[config.mk]
export PLATFORM = sky130hd
export DESIGN_NAME = pkg_wr_ctrl
export DESIGN_NICKNAME = d
export VERILOG_FILES = /design/src/rtl/pkg_wr_ctrl_pkg.sv /design/src/rtl/pkg_wr_ctrl_wr_ptr.sv /design/src/rtl/pkg_wr_ctrl.sv
export SDC_FILE = /design/constraint.sdc
export NUM_CORES = 1
export LEC_CHECK = 0
export ABC_AREA = 1
export BUFFER_PORTS_ARGS = -buffer_cell sky130_fd_sc_hd__clkbuf_2
export CORE_MARGIN = 2
export CORE_UTILIZATION = 52
export DETAILED_ROUTE_END_ITERATION = 10
export GPL_TIMING_DRIVEN = 1
export PLACE_DENSITY = 0.77
export SLEW_MARGIN = 20
export SYNTH_ARGS = -nofsm -noshare
export SYNTH_HDL_FRONTEND = slang
export SYNTH_SLANG_ARGS = --single-unit
[constraint.sdc]
create_clock -name clk -period 4.5 [get_ports clk]
set_clock_uncertainty 0.05 [all_clocks]
set_input_delay 0.9 -clock clk [delete_from_list [all_inputs] [get_ports clk]]
set_output_delay 0.9 -clock clk [all_outputs]
set_load 0.01 [all_outputs]
[src/rtl/pkg_wr_ctrl_pkg.sv]
// Shared definitions for the dual-priority packet buffer: RAM word layout,
// default geometry and write-controller FSM states.
package pkg_wr_ctrl_pkg;

    localparam int RAM_DEPTH   = 256;
    localparam int ADDR_WIDTH  = 8;
    localparam int MAX_PKT_LEN = 64;

    localparam int DATA_LSB = 0;
    localparam int EOP_BIT  = 8;
    localparam int SOP_BIT  = 9;
    localparam int QOS_BIT  = 10;
    localparam int WORD_W   = 11;

    // Field order matches the bit positions above (qos is the MSB)
    typedef struct packed {
        logic       qos;
        logic       sop;
        logic       eop;
        logic [7:0] data;
    } ram_word_t;

    typedef enum logic [1:0] {
        ST_IDLE,
        ST_WR,
        ST_DROP
    } wr_state_t;

endpackage

[src/rtl/pkg_wr_ctrl_wr_ptr.sv]
// Per-RAM pointer pair: speculative write pointer plus committed pointer,
// with wrap, rewind, commit and free-space computation.
module pkg_wr_ptr
    import pkg_wr_ctrl_pkg::*;
#(
    parameter int RAM_DEPTH  = pkg_wr_ctrl_pkg::RAM_DEPTH,
    parameter int ADDR_WIDTH = pkg_wr_ctrl_pkg::ADDR_WIDTH
) (
    input  logic                  clk,
    input  logic                  rst,
    input  logic [ADDR_WIDTH-1:0] raddr,
    input  logic                  start,
    input  logic                  inc,
    input  logic                  rewind,
    input  logic                  commit,
    output logic [ADDR_WIDTH-1:0] addr,
    output logic [ADDR_WIDTH-1:0] real_waddr,
    output logic [ADDR_WIDTH:0]   free
);

    localparam int LAST_I  = RAM_DEPTH - 1;
    localparam int DEPTH_I = RAM_DEPTH;
    localparam logic [ADDR_WIDTH-1:0] LAST    = LAST_I[ADDR_WIDTH-1:0];
    localparam logic [ADDR_WIDTH:0]   LAST_E  = LAST_I[ADDR_WIDTH:0];
    localparam logic [ADDR_WIDTH:0]   DEPTH_E = DEPTH_I[ADDR_WIDTH:0];

    logic [ADDR_WIDTH-1:0] wptr, cptr, cptr_d1;
    logic [ADDR_WIDTH-1:0] base, nxt;
    logic [ADDR_WIDTH:0]   occ;

    // A new packet (or an abort) always restarts from the committed pointer
    assign base = (start | rewind) ? cptr : wptr;
    assign nxt  = (base == LAST) ? '0 : base + ADDR_WIDTH'(1);
    assign addr = base;

    always_comb begin
        occ = '0;
        if (cptr >= raddr)
            occ = {1'b0, cptr} - {1'b0, raddr};
        else
            occ = {1'b0, cptr} + DEPTH_E - {1'b0, raddr};
    end

    // Free space is taken from the committed pointer: at every sop decision
    // the speculative pointer either equals it or is being rewound to it.
    assign free = LAST_E - occ;

    always_ff @(posedge clk or posedge rst) begin
        if (rst) begin
            wptr       <= '0;
            cptr       <= '0;
            cptr_d1    <= '0;
            real_waddr <= '0;
        end else begin
            if (start | inc)
                wptr <= nxt;
            else if (rewind)
                wptr <= cptr;
            if (commit)
                cptr <= nxt;
            // Published pointer trails by two edges so it never leads RAM content
            cptr_d1    <= cptr;
            real_waddr <= cptr_d1;
        end
    end

endmodule

[src/rtl/pkg_wr_ctrl.sv]
// Write-side controller: steers byte-stream packets into the high or low
// priority RAM, committing pointers only at packet boundaries.
module pkg_wr_ctrl
    import pkg_wr_ctrl_pkg::*;
#(
    parameter int RAM_DEPTH   = pkg_wr_ctrl_pkg::RAM_DEPTH,
    parameter int ADDR_WIDTH  = pkg_wr_ctrl_pkg::ADDR_WIDTH,
    parameter int MAX_PKT_LEN = pkg_wr_ctrl_pkg::MAX_PKT_LEN
) (
    input  logic                  clk,
    input  logic                  rst,
    input  logic                  chx_vld_in,
    input  logic [7:0]            chx_data_in,
    input  logic                  chx_sop_in,
    input  logic                  chx_eop_in,
    input  logic                  chx_qos_in,
    input  logic [ADDR_WIDTH-1:0] hram_raddr,
    input  logic [ADDR_WIDTH-1:0] lram_raddr,
    output logic                  hram_wen,
    output logic [ADDR_WIDTH-1:0] hram_waddr,
    output logic [WORD_W-1:0]     hram_wdata,
    output logic                  lram_wen,
    output logic [ADDR_WIDTH-1:0] lram_waddr,
    output logic [WORD_W-1:0]     lram_wdata,
    output logic [ADDR_WIDTH-1:0] high_real_waddr,
    output logic [ADDR_WIDTH-1:0] low_real_waddr,
    output logic                  pkt_drop,
    output logic [15:0]           drop_cnt
);

    localparam int LEN_W = $clog2(MAX_PKT_LEN + 1);
    localparam logic [LEN_W-1:0] LEN_MAX = LEN_W'(MAX_PKT_LEN);

    wr_state_t        state, state_nxt;
    logic             sel, sel_nxt;
    logic [LEN_W-1:0] len, len_nxt;

    // Index 1 = high-priority RAM, index 0 = low-priority RAM
    logic [1:0]            start, inc, rewind, commit;
    logic [ADDR_WIDTH-1:0] addr  [2];
    logic [ADDR_WIDTH-1:0] rptr  [2];
    logic [ADDR_WIDTH-1:0] raddr [2];
    logic [ADDR_WIDTH:0]   free  [2];

    logic       wr, wr_hi, sop_path;
    logic [1:0] drops;
    ram_word_t  wr_word;
    logic [16:0] cnt_sum;

    assign raddr[1] = hram_raddr;
    assign raddr[0] = lram_raddr;

    for (genvar i = 0; i < 2; i++) begin : g_ptr
        pkg_wr_ptr #(
            .RAM_DEPTH (RAM_DEPTH),
            .ADDR_WIDTH(ADDR_WIDTH)
        ) u_ptr (
            .clk       (clk),
            .rst       (rst),
            .raddr     (raddr[i]),
            .start     (start[i]),
            .inc       (inc[i]),
            .rewind    (rewind[i]),
            .commit    (commit[i]),
            .addr      (addr[i]),
            .real_waddr(rptr[i]),
            .free      (free[i])
        );
    end

    assign high_real_waddr = rptr[1];
    assign low_real_waddr  = rptr[0];

    always_ff @(posedge clk or posedge rst) begin
        if (rst) begin
            state <= ST_IDLE;
            sel   <= 1'b0;
            len   <= '0;
        end else begin
            state <= state_nxt;
            sel   <= sel_nxt;
            len   <= len_nxt;
        end
    end

    always_comb begin
        state_nxt = state;
        sel_nxt   = sel;
        len_nxt   = len;
        start     = '0;
        inc       = '0;
        rewind    = '0;
        commit    = '0;
        wr        = 1'b0;
        wr_hi     = sel;
        sop_path  = 1'b0;
        drops     = '0;
        wr_word   = '{qos: 1'b0, sop: 1'b0, eop: chx_eop_in, data: chx_data_in};

        if (chx_vld_in) begin
            unique case (state)
                ST_IDLE: sop_path = chx_sop_in;
                ST_WR: begin
                    if (chx_sop_in) begin
                        // sop before eop: abort, then reuse this beat as a fresh sop
                        rewind[sel] = 1'b1;
                        drops       = drops + 2'd1;
                        sop_path    = 1'b1;
                    end else if (len == LEN_MAX) begin
                        rewind[sel] = 1'b1;
                        drops       = drops + 2'd1;
                        state_nxt   = chx_eop_in ? ST_IDLE : ST_DROP;
                    end else begin
                        inc[sel] = 1'b1;
                        wr       = 1'b1;
                        len_nxt  = len + LEN_W'(1);
                        if (chx_eop_in) begin
                            commit[sel] = 1'b1;
                            state_nxt   = ST_IDLE;
                        end
                    end
                end
                ST_DROP: begin
                    if (chx_sop_in)
                        sop_path = 1'b1;
                    else if (chx_eop_in)
                        state_nxt = ST_IDLE;
                end
                default: state_nxt = ST_IDLE;
            endcase

            if (sop_path) begin
                if (int'(free[chx_qos_in]) >= MAX_PKT_LEN) begin
                    start[chx_qos_in] = 1'b1;
                    wr                = 1'b1;
                    wr_hi             = chx_qos_in;
                    wr_word.sop       = 1'b1;
                    sel_nxt           = chx_qos_in;
                    len_nxt           = LEN_W'(1);
                    if (chx_eop_in) begin
                        commit[chx_qos_in] = 1'b1;
                        state_nxt          = ST_IDLE;
                    end else begin
                        state_nxt = ST_WR;
                    end
                end else begin
                    drops     = drops + 2'd1;
                    state_nxt = chx_eop_in ? ST_IDLE : ST_DROP;
                end
            end
        end
        wr_word.qos = wr_hi;
    end

    assign cnt_sum = {1'b0, drop_cnt} + 17'(drops);

    always_ff @(posedge clk or posedge rst) begin
        if (rst) begin
            hram_wen   <= 1'b0;
            hram_waddr <= '0;
            hram_wdata <= '0;
            lram_wen   <= 1'b0;
            lram_waddr <= '0;
            lram_wdata <= '0;
            pkt_drop   <= 1'b0;
            drop_cnt   <= '0;
        end else begin
            hram_wen <= wr & wr_hi;
            lram_wen <= wr & ~wr_hi;
            if (wr & wr_hi) begin
                hram_waddr <= addr[1];
                hram_wdata <= wr_word;
            end
            if (wr & ~wr_hi) begin
                lram_waddr <= addr[0];
                lram_wdata <= wr_word;
            end
            pkt_drop <= |drops;
            drop_cnt <= cnt_sum[16] ? 16'hFFFF : cnt_sum[15:0];
        end
    end

endmodule

; Yosys cells after proc, flatten, opt, wreduce, memory -nomap -nowiden
; Index checks and enable logic that the tools add are counted.
[word_totals]
regBits = 131
inputBits = 30
output_inout_bits = 73
word_cells = 139
[op_classes]
addsub = 13
order_cmp = 8
n_eq_ne = 8
mux = 74
n_bitwise = 9
reduce_logical = 8
[ops]
columns = cell, n
row1 = $mux W8, 8
row2 = $mux W2, 31
row3 = $mux W9, 5
row4 = $mux W7, 5
row5 = $mux W1, 20
row6 = $add A8 B9 Y9 const B, 2
row7 = $sub A8 B8 Y9, 2
row8 = $sub A8 B9 Y9 const A, 2
row9 = $sub A9 B8 Y9, 2
row10 = $add A16 B2 Y17, 1
row11 = $add A8 B1 Y8 const B, 2
row12 = $eq A8 B8 Y1 const B, 2
row13 = $ge A8 B8 Y1, 2
row14 = $mux W16, 1
row15 = $ge A9 B7 Y1 const B, 1
row16 = $add A7 B1 Y7 const B, 1
row17 = $eq A7 B7 Y1 const B, 1
row18 = $ne A3 B3 Y1 const B, 2
row19 = $pmux W2 S3, 1
row20 = $lt A1 B2 Y1 const B, 2
row21 = $or A1 B1 Y1, 4
row22 = $reduce_and A4 Y1, 1
row23 = $reduce_bool A2 Y1, 2
row24 = $reduce_or A2 Y1, 2
row25 = other kinds (14), 18

; Logic depth before layout (Yosys ltp)
[depth]
word_depth = 16
depth_mapped = 27
mapped_depth_nobuf = 27

; Modules after synthesis
; A second synthesis with hierarchy kept.
[unflattened]
cells_unflattened = 861
hier_area_um2 = 6988.0
[modules_own_cells]
columns = mod, n_inst, cells_each, area_each_um2
row1 = pkg_wr_ctrl, 1, 409, 3320.7
row2 = pkg_wr_ptr at g_ptr[1].u_ptr, 1, 225, 1854.3
row3 = pkg_wr_ptr at g_ptr[0].u_ptr, 1, 227, 1813.0

; Worst setup path after synthesis
; OpenSTA, ideal clock, no wires.
[synth_path]
path_kind = in2reg
from = in lram_raddr[0]
to = reg drop_cnt[13]
arrival_time_ns = 4.316
slack_ns = 0.048
stages = 26
n_path_buf = 0
cell_sequence = ha_1 > inv_1 > fa_1 > nand3_1 > nand3_1 > a21oi_1 > inv_1 > nand2_1 > nand2_1 > nand2_2 > nand2_1 > ha_1 > o22ai_1 > inv_1 > ha_1 > inv_1 > fa_1 > inv_1 > nand3_1 > nor3b_1 > nand3_1 > nor2_1 > nand4_1 > nor2_1 > nand2_1 > o211ai_1
[synth_via]
elab_chain_len = 12
word_cells_on_any_way = 14
[synth_rtl]
columns = element, line_no
row1 = "start, declared", pkg_wr_ctrl.sv:18  ; input logic [ADDR_WIDTH-1:0] lram_raddr,
row2 = "$sub A9 B8 Y9, or another cell as far along", pkg_wr_ctrl_wr_ptr.sv:41  ; occ = {1'b0, cptr} + DEPTH_E - {1'b0, raddr};
row3 = $mux W9 (*), pkg_wr_ctrl_wr_ptr.sv:38  ; if (cptr >= raddr)
row4 = $sub A8 B9 Y9 (*), pkg_wr_ctrl_wr_ptr.sv:46  ; assign free = LAST_E - occ;
row5 = $mux W9 (not written as such) (*) (3 in a row), pkg_wr_ctrl.sv:133  ; if (int'(free[chx_qos_in]) >= MAX_PKT_LEN) begin
row6 = $ge A9 B7 Y1 (*), pkg_wr_ctrl.sv:133
row7 = $mux W2 (*), pkg_wr_ctrl.sv:133
row8 = $mux W2 (*), pkg_wr_ctrl.sv:132  ; if (sop_path) begin
row9 = $mux W2 (*), pkg_wr_ctrl.sv:100  ; if (chx_vld_in) begin
row10 = $add A16 B2 Y17 (*), pkg_wr_ctrl.sv:155  ; assign cnt_sum = {1'b0, drop_cnt} + 17'(drops);
row11 = $mux W16 (*), pkg_wr_ctrl.sv:179  ; drop_cnt <= cnt_sum[16] ? 16'hFFFF : cnt_sum[15:0];
row12 = "end signal, assigned", pkg_wr_ctrl.sv:179
row13 = "end, declared", pkg_wr_ctrl.sv:28  ; output logic [15:0] drop_cnt
; Mark *: on every way between the ends. The rest lies on a longest branch, timed or not. The select of a mux whose other input is x is not followed.
; A chain may end at the register's enable or synchronous reset.

; Worst setup path after layout
; Same ends and word-level chain as after synthesis.

==> impl_results.md <==
* Total track usage at 23.02%
* Routed WL at 15.14 mm
* Async S/R FF share, synth at between 90% and 100%
* Final Util at 66.17%
* Setup CP Type: input port to flip-flop
* Clock Path Buffers at 2
* Max Cap Viol at 0
* Synthesis-to-layout area growth at 23.98%
* CTS sink cnt at 131
* Slew @ Worst Pin at 871.9 ps
* Die area at 13880 sq um
* Vias in the first global route at between 5000 and 6000
* Post-synth top cells: nand2_1 (262), dfrtp_1 (131), inv_1 (110)
* Hold buffer count at cts at 0
* Leading area contributor after synthesis: dfrtp_1
* Worst Path Required at 4790 ps
* H-tree levels at 4
* Max_slew headroom at 41.87%
* Boundary Pins at 103
* Max-slew violations at 0
* Synth top area share at 48.67%
* Nets at 1030
* WP data arrival at roughly 4600 ps
* RD Place Congestion at between 0.8 and 0.9
* ANT cells at 0
* EDFF count, synth at 0
* Crit start category: input port
* Root Driver: clkbuf_16
* Yosys warning total at 0
* Min cycle time layout at 4303 ps
* CTS tree: yes
* Clk pin slew, worst setup/hold paths at 60 ps
* Worst setup EP type: flip-flop
* Router iterations before antenna repair at 5
* Row Count at between 40 and 50
* FMAX at 232.4 MHz
* DIE WIDTH at 117.8 um
* First-pass GRT wire length at 25.76 mm
* Fin crit share at approximately 96%
* CTS buffer count at 17
* DRC errors left at 0
* Largest cells by area after synthesis: dfrtp_1 (49%), nand2_1 (15%), inv_1 (6.1%)
* Leak at 4.497 nW
* IO Port Bufs at 102
* Filler cell count at 1043
* Post-Syn Instances at about 830
* Final setup violation count at 0
* Crit-path max FO at 4
* Initial antenna violation count at 0
* Vias at 5776
* Syn_nets at slightly below 900
* Count leader, synth: nand2_1
* Routed vias/inst at 5.001
* Synth Flop Type: dfrtp_1
* Total power at 0.005555 W
* GR Overflow Total at 0
* Clk_lat worst skew at 420 ps
* CORE AREA at 12620 sq um
* Proportion of layout cells with a drive suffix above 1 at a little under a quarter
* Sequential area share after synthesis at 48.67%
* Initial Utilization at 53.37%
* Number of library cell types mapped by synthesis at 42
* Max IR drop VDD at between 0.0003 and 0.0004 V
* Status: complete, no violations
* Synthesis-stage register bit count at 131
* Drt wl/cell at 13.11 um
* Detail Placement HPWL at 10.82 mm
* Largest net degree at the start of global routing at 73
* Mapped cell area at 6735 sq um
* Die height at between 100 and 150 um
* ANT nets after route at 0
* Worst Hold Class: flip-flop to flip-flop
* Final hold vios at 0
* Syn avg cell area at between 8 and 9 sq um
* PwrDens at 665.3 nW/um^2
* DRT iter0 DRCs at 385
-- flip-flops by register name, summed over array words and instances, names as in the netlist, 2 cells and up --
signal                  flops
g_ptr.u_ptr.real_waddr     16
len                         7
hram_waddr                  8
g_ptr.u_ptr.cptr_d1        16
state                       2
drop_cnt                   16
g_ptr.u_ptr.cptr           16
g_ptr.u_ptr.wptr           16
lram_waddr                  8
lram_wdata                 11
hram_wdata                 11
-- worst max-delay path, stage by stage --
cell and delay [ps]:
clkbuf_2 80, ha_1 150, inv_1 60, fa_2 340
nand3_1 70, nand3_1 90, a21oi_2 160, inv_1 50
nand2_1 60, nand2_1 60, nand2_2 90, nand2_1 80
ha_1 270, o22ai_1 100, inv_1 70, ha_1 150
inv_1 60, fa_2 330, inv_1 60, nand3_1 110
nor3b_2 260, nand3_1 150, nor2_2 220, nand4_1 220
nor2_2 200, nand2_1 90, o211ai_1 90
-- cell type report --
class	count	area (sq um)	share of cell area, %
clock buffers	19	452.9	5.424
clock inverters	13	230.2	2.757
inverters	117	441.7	5.289
multi-input cells	566	2947	35.29
flip-flops and latches	131	3278	39.26
well taps	172	215.2	2.577
repair buffers	137	785.8	9.410
-- repair_timing --
action                                  in CTS  in global routing
resized for setup                            0                  8
setup buffers                                0                  3
endpoints found under the setup margin       0                  5
-- per-layer routing --
metal | GRT usage (%) | wire, um
met1 | 30.38 | 6879
met2 | 37.46 | 7226
met3 | 5.959 | 764
met4 | 7.003 | 269
met5 | 0 | 0
-- placed cells by master (no fill, tap or decap), drive strengths merged --
cell,n
clkinvlp,3
inv,117
clkbuf,121
nand3b,1
nor3,8
clkinv,4
o31ai,1
or2,1
nand2,279
a21boi,1
nor4,3
o21ai,57
o211ai,4
nand3,59
a21o,1
o22ai,9
nor3b,1
nand4,9
bufinv,6
a21oi,14
fa,3
o21bai,1
dfrtp,131
ha,27
xnor2,3
buf,35
xor2,8
a32oi,1
nor2,70
a31oi,5
-- power by group --
part | leakage, nW | switching, W | internal, W
Sequential | 1.67 | 0.000283 | 0.00163
Combinational | 2.50 | 0.00125 | 0.000808
Clock | 0.325 | 0.000512 | 0.00107
Total | 4.50 | 0.00205 | 0.00351
-- path summary, 6_finish.rpt --
| check | startpoint | end | slack [ps] | depth (start not counted) |
|---|---|---|---|---|
| min reg2reg | g_ptr[0].u_ptr.cptr_d1[1] | g_ptr[0].u_ptr.real_waddr[1] | 300 | 0 |
| max reg2reg | g_ptr[0].u_ptr.cptr[0] | drop_cnt[13] | 240 | 27 |
| max in group asynchronous | rst | g_ptr[0].u_ptr.wptr[1] | 2970 | 3 |
| min in group asynchronous | rst | drop_cnt[11] | 600 | 2 |
| max | lram_raddr[0] | drop_cnt[13] | 200 | 27 |
| min | g_ptr[0].u_ptr.cptr_d1[1] | g_ptr[0].u_ptr.real_waddr[1] | 300 | 0 |
-- per-stage QoR --
| stage | cell area, sq um | hold slack (ps) | std cells | worst slack (ps) | TNS [ps] |
|---|---|---|---|---|---|
| after global placement | 7622 | 281.8 | 1120 | -196.2 | -679.9 |
| final | 8351 | 295.6 | 1155 | 196.6 | 0 |
| after detailed placement | 7622 | 284.7 | 1120 | -261.2 | -997.0 |
| after floorplan | 6735 | 281.2 | 831 | 47.82 | 0 |
| after global routing | 8351 | 301.4 | 1155 | -130.2 | -454.9 |
| after CTS | 8305 | 297.2 | 1152 | 124.0 | 0 |
-- cells by family after synthesis --
kind of cell               count (synthesis)  synth area share [%]
AOI/OAI and AO/OA                         94                 7.710
DFF                                      131                 48.67
and+or+nand+nor                          431                 28.37
adders and majority gates                 30                 5.907
xor gates and xnor gates                  11                 1.431
buffers and inverters                    134                 7.914
Note: power is estimated with default switching activity, not from simulation.
